===== config.mk =====
export PLATFORM = sky130hd
export DESIGN_NAME = mem_access_unit_flat
export DESIGN_NICKNAME = d
export VERILOG_FILES = /design/src/rtl/mem_access_unit_pkg.sv /design/src/rtl/mem_access_unit_if.sv /design/src/rtl/mem_access_unit_lsu_align.sv /design/src/rtl/mem_access_unit.sv /design/src/flat_wrapper.sv
export SDC_FILE = /design/constraint.sdc
export NUM_CORES = 1
export LEC_CHECK = 0
export ABC_AREA = 1
export BUFFER_PORTS_ARGS = -buffer_cell sky130_fd_sc_hd__buf_2
export CORE_ASPECT_RATIO = 0.5
export CORE_UTILIZATION = 45
export DETAILED_ROUTE_END_ITERATION = 7
export GPL_TIMING_DRIVEN = 1
export PLACE_DENSITY = 0.77
export REMOVE_ABC_BUFFERS = 1
export SYNTH_ARGS = -nofsm -noshare
export SYNTH_HDL_FRONTEND = slang
export SYNTH_SLANG_ARGS = --single-unit

===== constraint.sdc =====
create_clock -name clk -period 1.7 [get_ports clk]
set_input_delay 0.17 -clock clk [delete_from_list [all_inputs] [get_ports clk]]
set_output_delay 0.17 -clock clk [all_outputs]
set_load 0.01 [all_outputs]

===== src/rtl/mem_access_unit_pkg.sv =====
// mem_access_unit_pkg: opcodes, access-width codes, FSM state type and address-offset helpers.
package mem_access_unit_pkg;
  localparam logic [6:0] OPCODE_LOAD  = 7'b0000011;
  localparam logic [6:0] OPCODE_STORE = 7'b0100011;
  localparam logic [2:0] F3_B  = 3'b000;
  localparam logic [2:0] F3_H  = 3'b001;
  localparam logic [2:0] F3_W  = 3'b010;
  localparam logic [2:0] F3_BU = 3'b100;
  localparam logic [2:0] F3_HU = 3'b101;
  typedef enum logic [1:0] {IDLE, REQ, WAIT, DONE} state_t;
  // Lane offset actually used: misaligned H/W fall back to their naturally aligned lane.
  function automatic logic [1:0] eff_off(logic [2:0] f3, logic [1:0] off);
    return f3[1:0] == F3_W[1:0] ? 2'b00 : f3[1:0] == F3_H[1:0] ? {off[1], 1'b0} : off;
  endfunction
  function automatic logic misaligned(logic [2:0] f3, logic [1:0] off);
    return (f3[1:0] == F3_H[1:0] && off[0]) || (f3[1:0] == F3_W[1:0] && off != 2'b00);
  endfunction
endpackage


===== src/rtl/mem_access_unit_if.sv =====
// mem_access_unit_if: data-memory request/response bus; master is the access unit, slave the memory.
interface mem_access_unit_if;
  logic        dmem_req;
  logic        dmem_we;
  logic [31:0] dmem_addr;
  logic [31:0] dmem_wdata;
  logic [3:0]  dmem_be;
  logic        dmem_gnt;
  logic        dmem_rvalid;
  logic [31:0] dmem_rdata;
  modport master (
    output dmem_req, dmem_we, dmem_addr, dmem_wdata, dmem_be,
    input  dmem_gnt, dmem_rvalid, dmem_rdata
  );
  modport slave (
    input  dmem_req, dmem_we, dmem_addr, dmem_wdata, dmem_be,
    output dmem_gnt, dmem_rvalid, dmem_rdata
  );
endinterface


===== src/rtl/mem_access_unit_lsu_align.sv =====
// lsu_align: store byte-enable/lane replication and load lane extract with sign/zero extension.
module lsu_align
  import mem_access_unit_pkg::*;
(
  input  logic [2:0]  func3,
  input  logic [1:0]  off,
  input  logic [31:0] st_data,
  input  logic [31:0] rdata,
  output logic [3:0]  be,
  output logic [31:0] wdata,
  output logic [31:0] ld_data
);
  logic [31:0] shifted;
  logic        sx;
  logic        is_w;
  logic        is_h;
  always_comb begin
    is_w    = func3[1:0] == F3_W[1:0];
    is_h    = func3[1:0] == F3_H[1:0];
    sx      = func3 != F3_BU && func3 != F3_HU;
    shifted = rdata >> {off, 3'b000};
    be      = is_w ? 4'b1111 : is_h ? 4'b0011 << off : 4'b0001 << off;
    wdata   = is_w ? st_data : is_h ? {2{st_data[15:0]}} : {4{st_data[7:0]}};
    ld_data = is_w ? shifted
            : is_h ? {{16{sx & shifted[15]}}, shifted[15:0]}
            : {{24{sx & shifted[7]}}, shifted[7:0]};
  end
endmodule


===== src/rtl/mem_access_unit.sv =====
// mem_access_unit: memory stage issuing one load/store at a time on the dmem bus and driving writeback.
// Optional MISALIGN_TRAP_EN: misaligned H/W accesses raise misalign_exc instead of being aligned down.
module mem_access_unit
  import mem_access_unit_pkg::*;
(
  input  logic               clk,
  input  logic               rst_n,
  input  logic               ex_valid,
  input  logic [6:0]         opcode,
  input  logic [2:0]         func3,
  input  logic [31:0]        alu_result,
  input  logic [31:0]        store_data,
  input  logic [4:0]         rd_in,
  output logic               stall,
  mem_access_unit_if.master  bus,
  output logic               wb_valid,
  output logic [31:0]        wb_data,
  output logic [4:0]         wb_rd
`ifdef MISALIGN_TRAP_EN
  ,
  output logic               misalign_exc
`endif
);
  state_t      state;
  state_t      state_nxt;
  logic        is_mem;
  logic        alu_wb;
  logic        trap;
  logic        start;
  logic        ld_done;
  logic [31:0] addr_q;
  logic [31:0] wdata_q;
  logic [3:0]  be_q;
  logic        we_q;
  logic [2:0]  f3_q;
  logic [1:0]  off_q;
  logic [4:0]  rd_q;
  logic [2:0]  al_f3;
  logic [1:0]  al_off;
  logic [3:0]  al_be;
  logic [31:0] al_wdata;
  logic [31:0] al_ld;

  assign is_mem = opcode == OPCODE_LOAD || opcode == OPCODE_STORE;
  assign alu_wb = state == IDLE && ex_valid && !is_mem;
`ifdef MISALIGN_TRAP_EN
  assign trap = rst_n && state == IDLE && ex_valid && is_mem && misaligned(func3, alu_result[1:0]);
`else
  assign trap = 1'b0;
`endif
  // rst_n gates the combinational start so stall stays low throughout reset.
  assign start   = rst_n && state == IDLE && ex_valid && is_mem && !trap;
  assign stall   = start || state == REQ || state == WAIT;
  assign ld_done = bus.dmem_rvalid && !we_q && (state == WAIT || (state == REQ && bus.dmem_gnt));

  // The aligner serves the incoming op in IDLE and the latched access afterwards.
  assign al_f3  = state == IDLE ? func3 : f3_q;
  assign al_off = state == IDLE ? eff_off(func3, alu_result[1:0]) : off_q;

  lsu_align u_align (
    .func3   (al_f3),
    .off     (al_off),
    .st_data (store_data),
    .rdata   (bus.dmem_rdata),
    .be      (al_be),
    .wdata   (al_wdata),
    .ld_data (al_ld)
  );

  assign bus.dmem_req   = state == REQ;
  assign bus.dmem_we    = state == REQ && we_q;
  assign bus.dmem_addr  = addr_q;
  assign bus.dmem_wdata = wdata_q;
  assign bus.dmem_be    = be_q;

  always_comb begin
    state_nxt = state;
    case (state)
      IDLE: state_nxt = start ? REQ : IDLE;
      REQ:  state_nxt = !bus.dmem_gnt ? REQ : (we_q || bus.dmem_rvalid) ? DONE : WAIT;
      WAIT: state_nxt = bus.dmem_rvalid ? DONE : WAIT;
      DONE: state_nxt = IDLE;
    endcase
  end

  always_ff @(posedge clk or negedge rst_n) begin
    if (!rst_n) begin
      state    <= IDLE;
      addr_q   <= '0;
      wdata_q  <= '0;
      be_q     <= '0;
      we_q     <= 1'b0;
      f3_q     <= '0;
      off_q    <= '0;
      rd_q     <= '0;
      wb_valid <= 1'b0;
      wb_data  <= '0;
      wb_rd    <= '0;
`ifdef MISALIGN_TRAP_EN
      misalign_exc <= 1'b0;
`endif
    end else begin
      state <= state_nxt;
      if (start) begin
        addr_q  <= {alu_result[31:2], 2'b00};
        off_q   <= al_off;
        wdata_q <= al_wdata;
        be_q    <= al_be;
        we_q    <= opcode == OPCODE_STORE;
        f3_q    <= func3;
        rd_q    <= rd_in;
      end
      wb_valid <= alu_wb || ld_done;
      if (alu_wb) begin
        wb_data <= alu_result;
        wb_rd   <= rd_in;
      end else if (ld_done) begin
        wb_data <= al_ld;
        wb_rd   <= rd_q;
      end
`ifdef MISALIGN_TRAP_EN
      misalign_exc <= trap;
`endif
    end
  end
endmodule


===== src/flat_wrapper.sv =====
// flat-port wrapper written by rule: the top's interface ports become plain ports
module mem_access_unit_flat import mem_access_unit_pkg::*;
  (clk, rst_n, ex_valid, opcode, func3, alu_result, store_data, rd_in, stall, wb_valid, wb_data, wb_rd, bus_dmem_req, bus_dmem_we, bus_dmem_addr, bus_dmem_wdata, bus_dmem_be, bus_dmem_gnt, bus_dmem_rvalid, bus_dmem_rdata);
  mem_access_unit_if bus_i ();
  input  logic clk;
  input  logic rst_n;
  input  logic ex_valid;
  input  logic [6:0] opcode;
  input  logic [2:0] func3;
  input  logic [31:0] alu_result;
  input  logic [31:0] store_data;
  input  logic [4:0] rd_in;
  output logic stall;
  output logic wb_valid;
  output logic [31:0] wb_data;
  output logic [4:0] wb_rd;
  output wire logic [$bits(bus_i.dmem_req)-1:0] bus_dmem_req;
  output wire logic [$bits(bus_i.dmem_we)-1:0] bus_dmem_we;
  output wire logic [$bits(bus_i.dmem_addr)-1:0] bus_dmem_addr;
  output wire logic [$bits(bus_i.dmem_wdata)-1:0] bus_dmem_wdata;
  output wire logic [$bits(bus_i.dmem_be)-1:0] bus_dmem_be;
  input wire logic [$bits(bus_i.dmem_gnt)-1:0] bus_dmem_gnt;
  input wire logic [$bits(bus_i.dmem_rvalid)-1:0] bus_dmem_rvalid;
  input wire logic [$bits(bus_i.dmem_rdata)-1:0] bus_dmem_rdata;
  assign bus_dmem_req = bus_i.dmem_req;
  assign bus_dmem_we = bus_i.dmem_we;
  assign bus_dmem_addr = bus_i.dmem_addr;
  assign bus_dmem_wdata = bus_i.dmem_wdata;
  assign bus_dmem_be = bus_i.dmem_be;
  assign bus_i.dmem_gnt = bus_dmem_gnt;
  assign bus_i.dmem_rvalid = bus_dmem_rvalid;
  assign bus_i.dmem_rdata = bus_dmem_rdata;
  mem_access_unit u_core (.clk(clk), .rst_n(rst_n), .ex_valid(ex_valid), .opcode(opcode), .func3(func3), .alu_result(alu_result), .store_data(store_data), .rd_in(rd_in), .stall(stall), .bus(bus_i), .wb_valid(wb_valid), .wb_data(wb_data), .wb_rd(wb_rd));
endmodule

==> summary.txt, run 1 <==
Detailed routing
  • Wire length per cell: 21.39 µm
  • DRC Markers: 0
  • DRT iter0 DRCs: 1,253
  • DRT antenna net count: 0
  • DRT Wirelength: about 27,000 µm
  • DR vias/cell: ~6.1
  • DRT Pass-1 Iters: 8
  • Vias post-DR: about 7,700

Power
  • Max VDD drop: 865.7 µV
  • P_leak: about 5.3 nW
  • Combinational power share: 54.6%
  • P_int: 0.009068 W
  • Clock network fraction of total power: 21.4%
  • Switching Power: 0.006720 W
  • Sw Share: about 43%
  • Power density over the cells: 1632 nW/µm²
  • Share of power burned in registers: a little under a quarter

Worst setup path
  • CP startpoint kind: flop
  • Critical path class: flop to flop
  • RR Endpoint: u_core.wb_data[23]
  • CP Capture Type: flop
  • Reg2Reg Setup Slack: -0.41 ns
  • CP Max Fanout: 13
  • Reg2reg path depth: 10
  • Worst r2r src: u_core.state[0]
  • Worst Path Arrival: between 2 and 2.5 ns
  • Crit path required time: roughly 2.0 ns

STA
  • Crit share post-route: 123.8%
  • Hold slack: -0.005821 ns
  • Slew headroom: 56.28%
  • Final setup viols: approximately 80
  • Final setup margin: -0.4054 ns
  • Fin. max-slew vios: 0
  • Fmax: 0.4750 GHz
  • Actual slew at the worst max-slew pin: about 0.66 ns
  • Final clock skew: between 0.015 and 0.02 ns
  • Tmin final: ~2.1 ns
  • RSZ-0062 raised after global routing: yes
  • Hold Fails Final Rpt: 3

Synth
  • Cells after Synth: 760
  • Flops & latches, synth: about 120
  • Sequential element share of the synthesized area: ~50%
  • Area leader, netlist: dfrtp_1
  • Avg Inst Size Synth: 7.693 µm²
  • Synth Area in Compound Gates: between 10% and 20%
  • Multiplexer area fraction after synthesis: 0%
  • Synth Area in Simple Gates: between 20% and 30%
  • Synth unique cells: 33
  • Adder-Cell Fraction of Synth Area: 0%
  • Top-area cell type share of the netlist area: about 50%
  • Syn Std Cell Area: just under 6000 µm²
  • Post-synthesis xor/xnor area fraction: 0%
  • Synth area leaders: dfrtp_1 50%, nand2_1 18%, o21ai_0 4.7%
  • Yosys warning count: 0
  • Main flop type after synthesis: dfrtp_1
  • EDFF count, synth: 0
  • Synth async-reset ratio: 100.0%
  • Main combinational cell family by area after synthesis: simple AND/OR/NAND/NOR gates

Min path
  • HP Start: alu_result[9]
  • Hold endpoint: u_core.bus.dmem_addr[9]
  • Hold Crit Depth: 3
  • Hold Crit Class: input pin to flop

Finish
  • Final core utilization: around three quarters
  • Layout Nets: about 1,200
  • Area Overhead vs Synth: 65.46%
  • Share of layout cells above drive strength 1: 43.19%

Place
  • Gpl congestion: 0.9116
  • Port Buffers: around 220
  • Hpwl dp: about 13,000 µm

Die
  • I/O pin total: between 200 and 250
  • Core Box Area: ~13,000 µm²
  • Die Ht: around 83 µm
  • Die area: 13,480 µm²
  • Initial Util: approximately 46%
  • FP Rows: 29
  • Die W: 163.2 µm

Status
  • Outcome: finished, violations left
  • Violated checks: negative hold slack, negative setup slack

Clock network
  • CTS Root Cell: clkbuf_16
  • Insertion delay to the later sink of the worst-skew pair: roughly 0.43 ns
  • Htree depth: 4
  • Clk slew on worst S/H paths: approximately 0.060 ns
  • Clk buf depth: 2
  • CTS tree: yes
  • Clk sinks: ~120
  • CTS buffer count: 17

GRT
  • Initial antenna violation count: 1
  • Global-route total usage across every layer: a little under a third
  • First-pass GRT wire length: around 32,000 µm
  • Remaining Overflow, GRT: 0
  • Largest net degree at the start of global routing: around 120
  • Vias in the first global route: 6,349

Run
  • Max cap viols: 0
-- state kept, by name (all words and copies together), names as in the netlist, named ones only --
signal,flops
u_core.rd_q,5
u_core.off_q,2
u_core.wb_valid,1
u_core.bus.dmem_addr,30
u_core.bus.dmem_be,4
u_core.wb_data,32
u_core.bus.dmem_wdata,32
u_core.f3_q,3
u_core.we_q,1
u_core.wb_rd,5
u_core.state,1
-- layout make-up --
class | instances | area [µm²]
fill | 731 | 2989
multi-input combinational | 532 | 2963
sequential | 117 | 2928
timing repair buffer | 353 | 2721
clock buffer | 21 | 460.4
inverter | 69 | 296.5
tap | 170 | 212.7
clock inverter | 9 | 81.33
timing repair inverter | 1 | 8.758
antenna | 1 | 2.502
-- cell usage after synthesis (2+ instances only) --
library cell,n
buf_2,17
o21ai_2,2
nand3_2,2
nand2_1,274
o21bai_1,8
o21ai_1,2
o21ai_0,55
a31oi_1,26
o22ai_1,7
nor2_1,43
inv_2,7
inv_1,62
or2_2,4
nand2_4,2
nand2_2,4
dfrtp_1,117
a22oi_1,7
a21oi_1,42
o221ai_1,3
buf_6,4
a22o_1,3
nand3_1,31
o211ai_1,7
clkbuf_1,20
buf_4,3
-- cell usage in the layout (no fill, tap or decap), types with 25 or more instances in the layout --
| master | netlist | layout |
|---|---|---|
| dfrtp_1 | 117 | 117 |
| nor2_1 | 43 | 42 |
| nand2_2 | 4 | 41 |
| inv_1 | 62 | 56 |
| buf_4 | 3 | 43 |
| nand2_1 | 274 | 224 |
| o21ai_0 | 55 | 35 |
| nand3_1 | 31 | 25 |
| dlygate4sd3_1 | 0 | 35 |
| buf_2 | 17 | 221 |
-- how the worst max path moves through the flow --
| stage | depth (start not counted) | start | to | slack, ns |
|---|---|---|---|---|
| 2_1_floorplan | 6 | u_core.state[0] | u_core.bus.dmem_wdata[31] | -2.99 |
| 3_3_place_gp | 14 | flop | u_core.wb_data[22] | -0.08 |
| 3_5_place_dp | 14 | u_core.state[0] | u_core.wb_data[27] | -0.22 |
| 4_1_cts | 7 | flop | stall | -0.19 |
| 5_1_grt | 12 | u_core.state[0] | u_core.wb_data[29] | -0.48 |
| 6_report | 10 | u_core.state[0] | u_core.wb_data[23] | -0.41 |
-- power groups by stage --
stage | registers [W] | clock network (W) | logic [W]
after floorplan | 0.00398 | 0 | 0.00259
after global placement | 0.00371 | 0 | 0.00537
after detailed placement | 0.00373 | 0 | 0.00551
after CTS | 0.00370 | 0.00336 | 0.00662
after global routing | 0.00382 | 0.00353 | 0.00894
final | 0.00378 | 0.00338 | 0.00863
-- timing repair --
| action | in CTS | in global routing |
|---|---|---|
| hold buffers | 32 | 3 |
| endpoints found under the hold margin | 151 | 3 |
| endpoints found under the setup margin | 98 | 117 |
| setup buffers | 5 | 24 |
| cloned | 5 | 7 |
| gates resized for setup | 82 | 140 |
| pin swaps | 23 | 37 |
-- layer usage --
| layer | track usage (%) | up-vias | share of wire, % |
|---|---|---|---|
| met5 | 0 | - | 0.13 |
| met4 | 18.41 | 2 | 8.3 |
| met3 | 6.244 | 307 | 12 |
| met2 | 52.12 | 801 | 44 |
| met1 | 37.78 | 3496 | 35 |
| li1 | - | 3130 | - |
-- logic make-up (layout without fill, tap and decap cells) --
kind of cell | after synthesis | in the layout
DFF | 117 | 117
AOI/OAI and AO/OA | 162 | 162
buffers and inverters | 113 | 453
other | 1 | 3
and+or+nand+nor | 367 | 368
-- through the flow --
step / setup TNS, ns / instance area, µm² / total power [W] / cells / worst slack (ns)
finish: -13.99 / 9674 / 0.01579 / 1273 / -0.4054
global route: -19.50 / 9674 / 0.01629 / 1273 / -0.4836
CTS: -9.817 / 8812 / 0.01368 / 1239 / -0.1882
detailed placement: -9.337 / 7508 / 0.009242 / 1167 / -0.2246
global placement: -1.563 / 7508 / 0.009081 / 1167 / -0.07604
floorplan: -204.81 / 5623 / 0.006576 / 717 / -2.989
-- critical path, stage by stage, from the launching register on --
cell and delay (ns):
dfrtp_1 0.43, nor2_4 0.17, buf_6 0.12, nand2_4 0.06, inv_1 0.11, nand2_4 0.13, buf_6 0.20, o21ai_1 0.44
inv_1 0.16, nand2_2 0.10, nand2_1 0.07
Note: power is estimated with default switching activity, not from simulation.
==> run 2: changes to the inputs <==
TNS_END_PERCENT = 50   (was default)
==> run 2 against run 1 <==
Compared with the run above:
- the flow finishes with violations (design-rule violations, negative hold slack, negative setup slack)
- clock skew down 0.0062 ns
- sequential share of layout area up 0.51 points
- flip-flop and latch count unchanged
- sequential power about the same
- register-to-register slack about the same
- final cell count down 0.86%
==> summary.txt, run 2 (same netlist as run 1, synthesis figures left out) <==
Status
  • Outcome: finished, violations left
  • Violated checks: design-rule violations, negative hold slack, negative setup slack

Finish
  • Area of the multi-input gates: 2929 µm² (-1.1%)
  • Diode count: 0 (-1)
  • Commonest non-fill, non-tap cell in the layout: nand2_1
  • Design area: 9514 µm² (-1.7%)
  • Most frequent cells in the layout: 221 x nand2_1, 220 x buf_2, 117 x dfrtp_1
  • FILL cells: 765 (+4.7%)
  • Sequential Area: 2928 µm² (unchanged)
  • Area Overhead vs Synth: 62.72%
  • Layout Nets: 1,197 (-0.83%)
  • Share of layout cells above drive strength 1: 42.31% (-0.89 points)

Detailed routing
  • DRT Wirelength: 25,540 µm (-6.2%)
  • Vias post-DR: 7,448 (-3.7%)
  • Wire length per cell: 20.24 µm (-5.4%)
  • DRT antenna net count: 0 (unchanged)
  • DRC Markers: 1 (+1)
  • DRT Pass-1 Iters: 8 (unchanged)
  • DR vias/cell: 5.902 (-2.9%)
  • DRT iter0 DRCs: 1,105 (-12%)

Power
  • Tot Pwr: 0.01505 W (-4.6%)
  • P_leak: 5.213 nW (-1.4%)
  • Max VDD drop: 1026 µV (+19%)
  • Power density over the cells: 1582 nW/µm² (-3.0%)

GRT
  • Initial antenna violation count: 0 (-1)
  • Largest net degree at the start of global routing: 118 (unchanged)
  • Global-route total usage across every layer: 31.23% (+0.22 points)
  • Remaining Overflow, GRT: 0 (unchanged)
  • Vias in the first global route: 6,356 (+0.11%)
  • First-pass GRT wire length: 32,060 µm (+0.56%)

Die
  • I/O pin total: 225 (unchanged)
  • Die W: 163.2 µm (unchanged)
  • FP Rows: 29 (unchanged)
  • Initial Util: 46.17% (unchanged)
  • Die Ht: 82.60 µm (unchanged)
  • Die area: 13,480 µm² (unchanged)
  • Core Box Area: 12,660 µm² (unchanged)

Clock network
  • Clk slew on worst S/H paths: 0.06 ns (about the same)
  • CTS buffer count: 17 (unchanged)
  • CTS Root Cell: clkbuf_16
  • Clk sinks: 117 (unchanged)
  • Clk buf depth: 2 (unchanged)
  • Insertion delay to the later sink of the worst-skew pair: 0.43 ns (about the same)
  • CTS tree: yes
  • Htree depth: 4 (unchanged)

Worst setup path
  • Critical path class: flop to flop
  • CP Max Fanout: 8 (-5)
  • CP Capture Type: flop
  • Crit path required time: 2.05 ns (+0.04 ns)
  • CP startpoint: u_core.state[0]
  • Worst Path Arrival: 2.45 ns (+0.04 ns)
  • Worst r2r src: u_core.state[0]
  • CP startpoint kind: flop

STA
  • Slew headroom: 55.41% (-0.87 points)
  • Actual slew at the worst max-slew pin: 0.6689 ns (+0.01306 ns)
  • Setup TNS: -19.39 ns (-5.396 ns)
  • Final clock skew: 0.01143 ns (-0.006171 ns)
  • Fmax: 0.4763 GHz (+0.28%)
  • Hold slack: -0.007963 ns (-0.002143 ns)
  • Tmin final: 2.099 ns (-0.005907 ns)
  • Crit share post-route: 123.5% (-0.35 points)
  • Fin. max-slew vios: 0 (unchanged)
  • Final setup viols: 110 (+41%)
  • Final setup margin: -0.3994 ns (+0.005907 ns)
  • RSZ-0062 raised after global routing: yes
  • Hold Fails Final Rpt: 5 (+2)

Place
  • Gpl congestion: 0.9116 (unchanged)
  • Post-place setup slack: -0.2246 ns (unchanged)
  • Hpwl dp: 13,350 µm (unchanged)
  • DP Area: 7508 µm² (unchanged)
  • Port Buffers: 222 (unchanged)

Min path
  • HP Start: alu_result[10]
  • Hold Crit Class: input pin to flop

Run
  • Max cap viols: 0 (unchanged)
==> run 2: per-layer routing <==
layer	up-vias	global-route usage, %	routed length (µm)
li1	3110	-	-
met1	3440	38.11	9468
met2	660	52.12	11600
met3	238	6.344	2694
met4	0	19.07	1772
met5	-	0	0
==> run 2: final timing paths <==
kind	end	slack (ns)	cells past startpoint
max	u_core.wb_data[29]	-0.40	13
min	u_core.bus.dmem_addr[10]	-0.008	3
max reg2reg	u_core.wb_data[29]	-0.40	13
min reg2reg	u_core.bus.dmem_addr[8]	0.47	2
max in group asynchronous	u_core.bus.dmem_addr[13]	0.76	3
min in group asynchronous	u_core.bus.dmem_wdata[20]	0.41	3
==> run 2: area by class of cell <==
type / instances / area share, %
Timing Repair inverter: 1 / 0.09206
Clock inverter: 9 / 0.8548
Tap cell: 170 / 2.236
Clock buffer: 21 / 4.840
Multi-Input combinational cell: 532 / 30.79
Inverter: 69 / 3.012
Sequential cell: 117 / 30.77
Timing Repair Buffer: 343 / 27.41
==> run 2: critical path: stages (launching register included) <==
cell	delay (ns)
dfrtp_1	0.45
nor2_4	0.08
buf_12	0.14
buf_4	0.14
o21ai_4	0.24
inv_2	0.07
buf_4	0.17
nand3_2	0.10
nand3_2	0.14
nand2_8	0.17
nand2_8	0.12
nand2_2	0.08
nand2_1	0.06
nand2_1	0.06
==> run 2: through the flow <==
step                std cells  util, %
finish                   1262    75.13
global route             1262    75.13
CTS                      1239    69.53
detailed placement       1167    59.29
global placement         1167    59.29
floorplan                 717        -
==> run 2: what timing repair did <==
item	CTS	global route
endpoints found under the hold margin	151	4
cloned	5	5
resized for setup	78	123
pin swaps	23	44
hold buffers	32	4
setup buffers	5	14
setup endpoints to repair	98	117
==> run 2: power breakdown <==
part	total (W)	leakage, nW	switching (W)	internal, W
sequential	0.00376	1.52	0.000379	0.00338
combinational	0.00789	3.43	0.00457	0.00332
clock	0.00340	0.261	0.00134	0.00206
==> run 3: changes to the inputs <==
CORE_UTILIZATION = 53   (was 45)
PLACE_DENSITY = 0.86   (was 0.77)
clock period = 2.7 ns   (was 1.7 ns; I/O delays follow)
==> run 3 against run 2 <==
Compared with the run above:
- the run now ends clean
- register-to-register slack better by 0.84 ns
- die area down 15%
- setup slack better by 0.62 ns
- first-iteration DRC count down 54%
- final cell count down 11%
- highest routed layer unchanged
==> summary.txt, run 3 (same netlist as run 1, synthesis figures left out) <==
Status
  • Outcome: finished clean

Power
  • Combinational power share: 37.9% (-15 points)
  • Power density over the cells: 1015 nW/µm² (-36%)
  • Max VDD drop: 519.9 µV (-49%)
  • P_int: 0.004844 W (-45%)
  • Switching Power: 0.002949 W (-53%)
  • P_leak: 4.509 nW (-14%)
  • Clock network fraction of total power: 32.0% (+9.4 points)
  • Share of power burned in registers: 30.0% (+5.0 points)
  • Sw Share: 37.84% (-3.9 points)

STA
  • RSZ-0062 raised after global routing: no
  • Crit share post-route: 92.00%
  • Hold Fails Final Rpt: 0 (-5)
  • Fmax: between 0.4 and 0.5 GHz
  • Tmin final: between 2 and 2.5 ns
  • Final clock skew: 0.006684 ns (-0.004751 ns)
  • Fin. max-slew vios: 0 (unchanged)
  • Actual slew at the worst max-slew pin: 0.9367 ns (+0.2679 ns)
  • Hold slack: 0.06777 ns (+0.07573 ns)
  • Slew headroom: 37.46% (-18 points)
  • Final setup viols: 0 (-100%)

Min path
  • Hold Crit Class: input pin to asynchronous set/reset pin

Clock network
  • CTS Root Cell: clkbuf_16
  • CTS buffer count: 17 (unchanged)
  • Post-CTS Hold Fix Bufs: 0 (-100%)
  • CTS tree: yes
  • Clk slew on worst S/H paths: 0.06 ns (about the same)
  • Htree depth: 4 (unchanged)
  • Post_cts resized: 0 (-100%)
  • Clk sinks: 117 (unchanged)
  • Post-CTS Setup Inserts: 0 (-5)
  • Clk buf depth: 2 (unchanged)
  • Insertion delay to the later sink of the worst-skew pair: 0.42 ns (about the same)

Worst setup path
  • Top Family by Delay on Critical Path: simple AND/OR/NAND/NOR gates
  • Reg2Reg Setup Slack: 0.44 ns (+0.84 ns)
  • Crit-path cells: nor2_4 > nand2_1 > nor3_4 > inv_2 > nand2_1 > buf_2
  • CP Capture Type: output pin
  • Critical path buffers and inverters: 2 (-2)
  • Crit-path most repeated cell: nand2_1
  • Slowest CP cell: dfrtp_1
  • Crit path required time: 2.43 ns (+0.38 ns)
  • Critical path class: flop to output pin
  • CP startpoint kind: flop
  • Slowest Stage Delay on Critical Path: 0.42 ns (-0.03 ns)
  • CP Max Fanout: 53 (+45)
  • Worst Path Arrival: 2.21 ns (-0.24 ns)

GRT
  • Vias in the first global route: 5,966 (-6.1%)
  • Remaining Overflow, GRT: 0 (unchanged)
  • First-pass GRT wire length: 28,990 µm (-9.6%)
  • Global-route total usage across every layer: 32.83% (+1.6 points)
  • Initial antenna violation count: 1 (+1)
  • Largest net degree at the start of global routing: 85 (-28%)

Run
  • Max cap viols: 0 (unchanged)

Finish
  • Layout Nets: 1,086 (-9.3%)
  • Area Overhead vs Synth: 31.35%
  • Most frequent cells in the layout: 274 x nand2_1, 221 x buf_2, 117 x dfrtp_1
  • Area of the multi-input gates: 2447 µm² (-16%)
  • Share of layout cells above drive strength 1: 29.30% (-13 points)
  • FILL cells: 774 (+1.2%)
  • Design area: 7680 µm² (-19%)
  • Commonest non-fill, non-tap cell in the layout: nand2_1
  • Sequential Area: 2928 µm² (unchanged)

Die
  • Initial Util: 55.82% (+9.6 points)
  • Die area: 11,480 µm² (-15%)
  • Die W: 150.5 µm (-7.8%)
  • I/O pin total: 225 (unchanged)
  • Core Box Area: 10,480 µm² (-17%)
  • Die Ht: 76.27 µm (-7.7%)
  • FP Rows: 26 (-10%)

Detailed routing
  • DRT iter0 DRCs: 505 (-54%)
  • DRT Wirelength: 17,850 µm (-30%)
  • DRT Pass-1 Iters: 8 (unchanged)
  • DR vias/cell: 5.488 (-7.0%)
  • Vias post-DR: 6,169 (-17%)
  • DRT antenna net count: 0 (unchanged)
  • Wire length per cell: 15.88 µm (-22%)
  • DRC Markers: 0 (-1)

Place
  • DP Area: 7025 µm² (-6.4%)
  • Gpl congestion: 0.9086 (-0.33%)
  • Hpwl dp: 12,240 µm (-8.3%)
  • Port Buffers: 222 (unchanged)
-- run 3: per-stage QoR --
step | setup TNS (ns) | cells | power [W] | setup WS, ns | utilization [%]
after floorplan | -113.77 | 717 | 0.004140 | -1.989 | -
after global placement | 0 | 1091 | 0.005160 | 0.5658 | 67.07
after detailed placement | 0 | 1091 | 0.005248 | 0.4911 | 67.07
after CTS | 0 | 1123 | 0.007778 | 0.1988 | 73.29
after global routing | 0 | 1123 | 0.008246 | 0.03056 | 73.29
final | 0 | 1124 | 0.007794 | 0.2160 | 73.32
-- run 3: path summary, 6_finish.rpt --
| kind | startpoint | cells past startpoint | to |
|---|---|---|---|
| max | u_core.state[0] | 6 | stall |
| min | rst_n | 2 | u_core.wb_data[16] |
| max reg2reg | u_core.state[0] | 12 | u_core.wb_data[21] |
| min reg2reg | u_core.bus.dmem_addr[12] | 2 | u_core.bus.dmem_addr[12] |
| max in group asynchronous | rst_n | 3 | u_core.wb_data[3] |
| min in group clk | alu_result[30] | 3 | u_core.bus.dmem_addr[30] |
-- run 3: routing by layer --
metal	up-vias	part of all wire (%)	GRT usage [%]
li1	2895	-	-
met1	2867	41	42.68
met2	344	46	52.21
met3	63	9.9	8.503
met4	0	3.0	13.64
met5	-	0	0
-- run 3: area by class of cell --
class | count | share of cell area, %
sequential | 117 | 38.12
multi-input combinational | 531 | 31.87
timing repair buffer | 234 | 15.84
clock buffer | 24 | 6.272
inverter | 69 | 3.372
tap | 140 | 2.281
clock inverter | 8 | 2.216
antenna | 1 | 0.03258
-- run 3: worst reg2reg max path, stage by stage, from the launching register on --
cell	delay, ns
dfrtp_1	0.42
nor2_4	0.23
nand3_1	0.13
o21ai_2	0.26
inv_2	0.25
nand3_1	0.15
nand2_1	0.10
nand2_1	0.10
nand2_1	0.09
nand2_4	0.21
nand2_1	0.08
nand2_1	0.08
nand2_1	0.06
-- run 3: power groups by stage --
stage	sequential, W	combinational (W)	clock, W
6_report	0.00234	0.00296	0.00250
3_5_place_dp	0.00236	0.00289	0
4_1_cts	0.00234	0.00292	0.00252
2_1_floorplan	0.00251	0.00163	0
3_3_place_gp	0.00235	0.00281	0
5_1_grt	0.00238	0.00327	0.00260
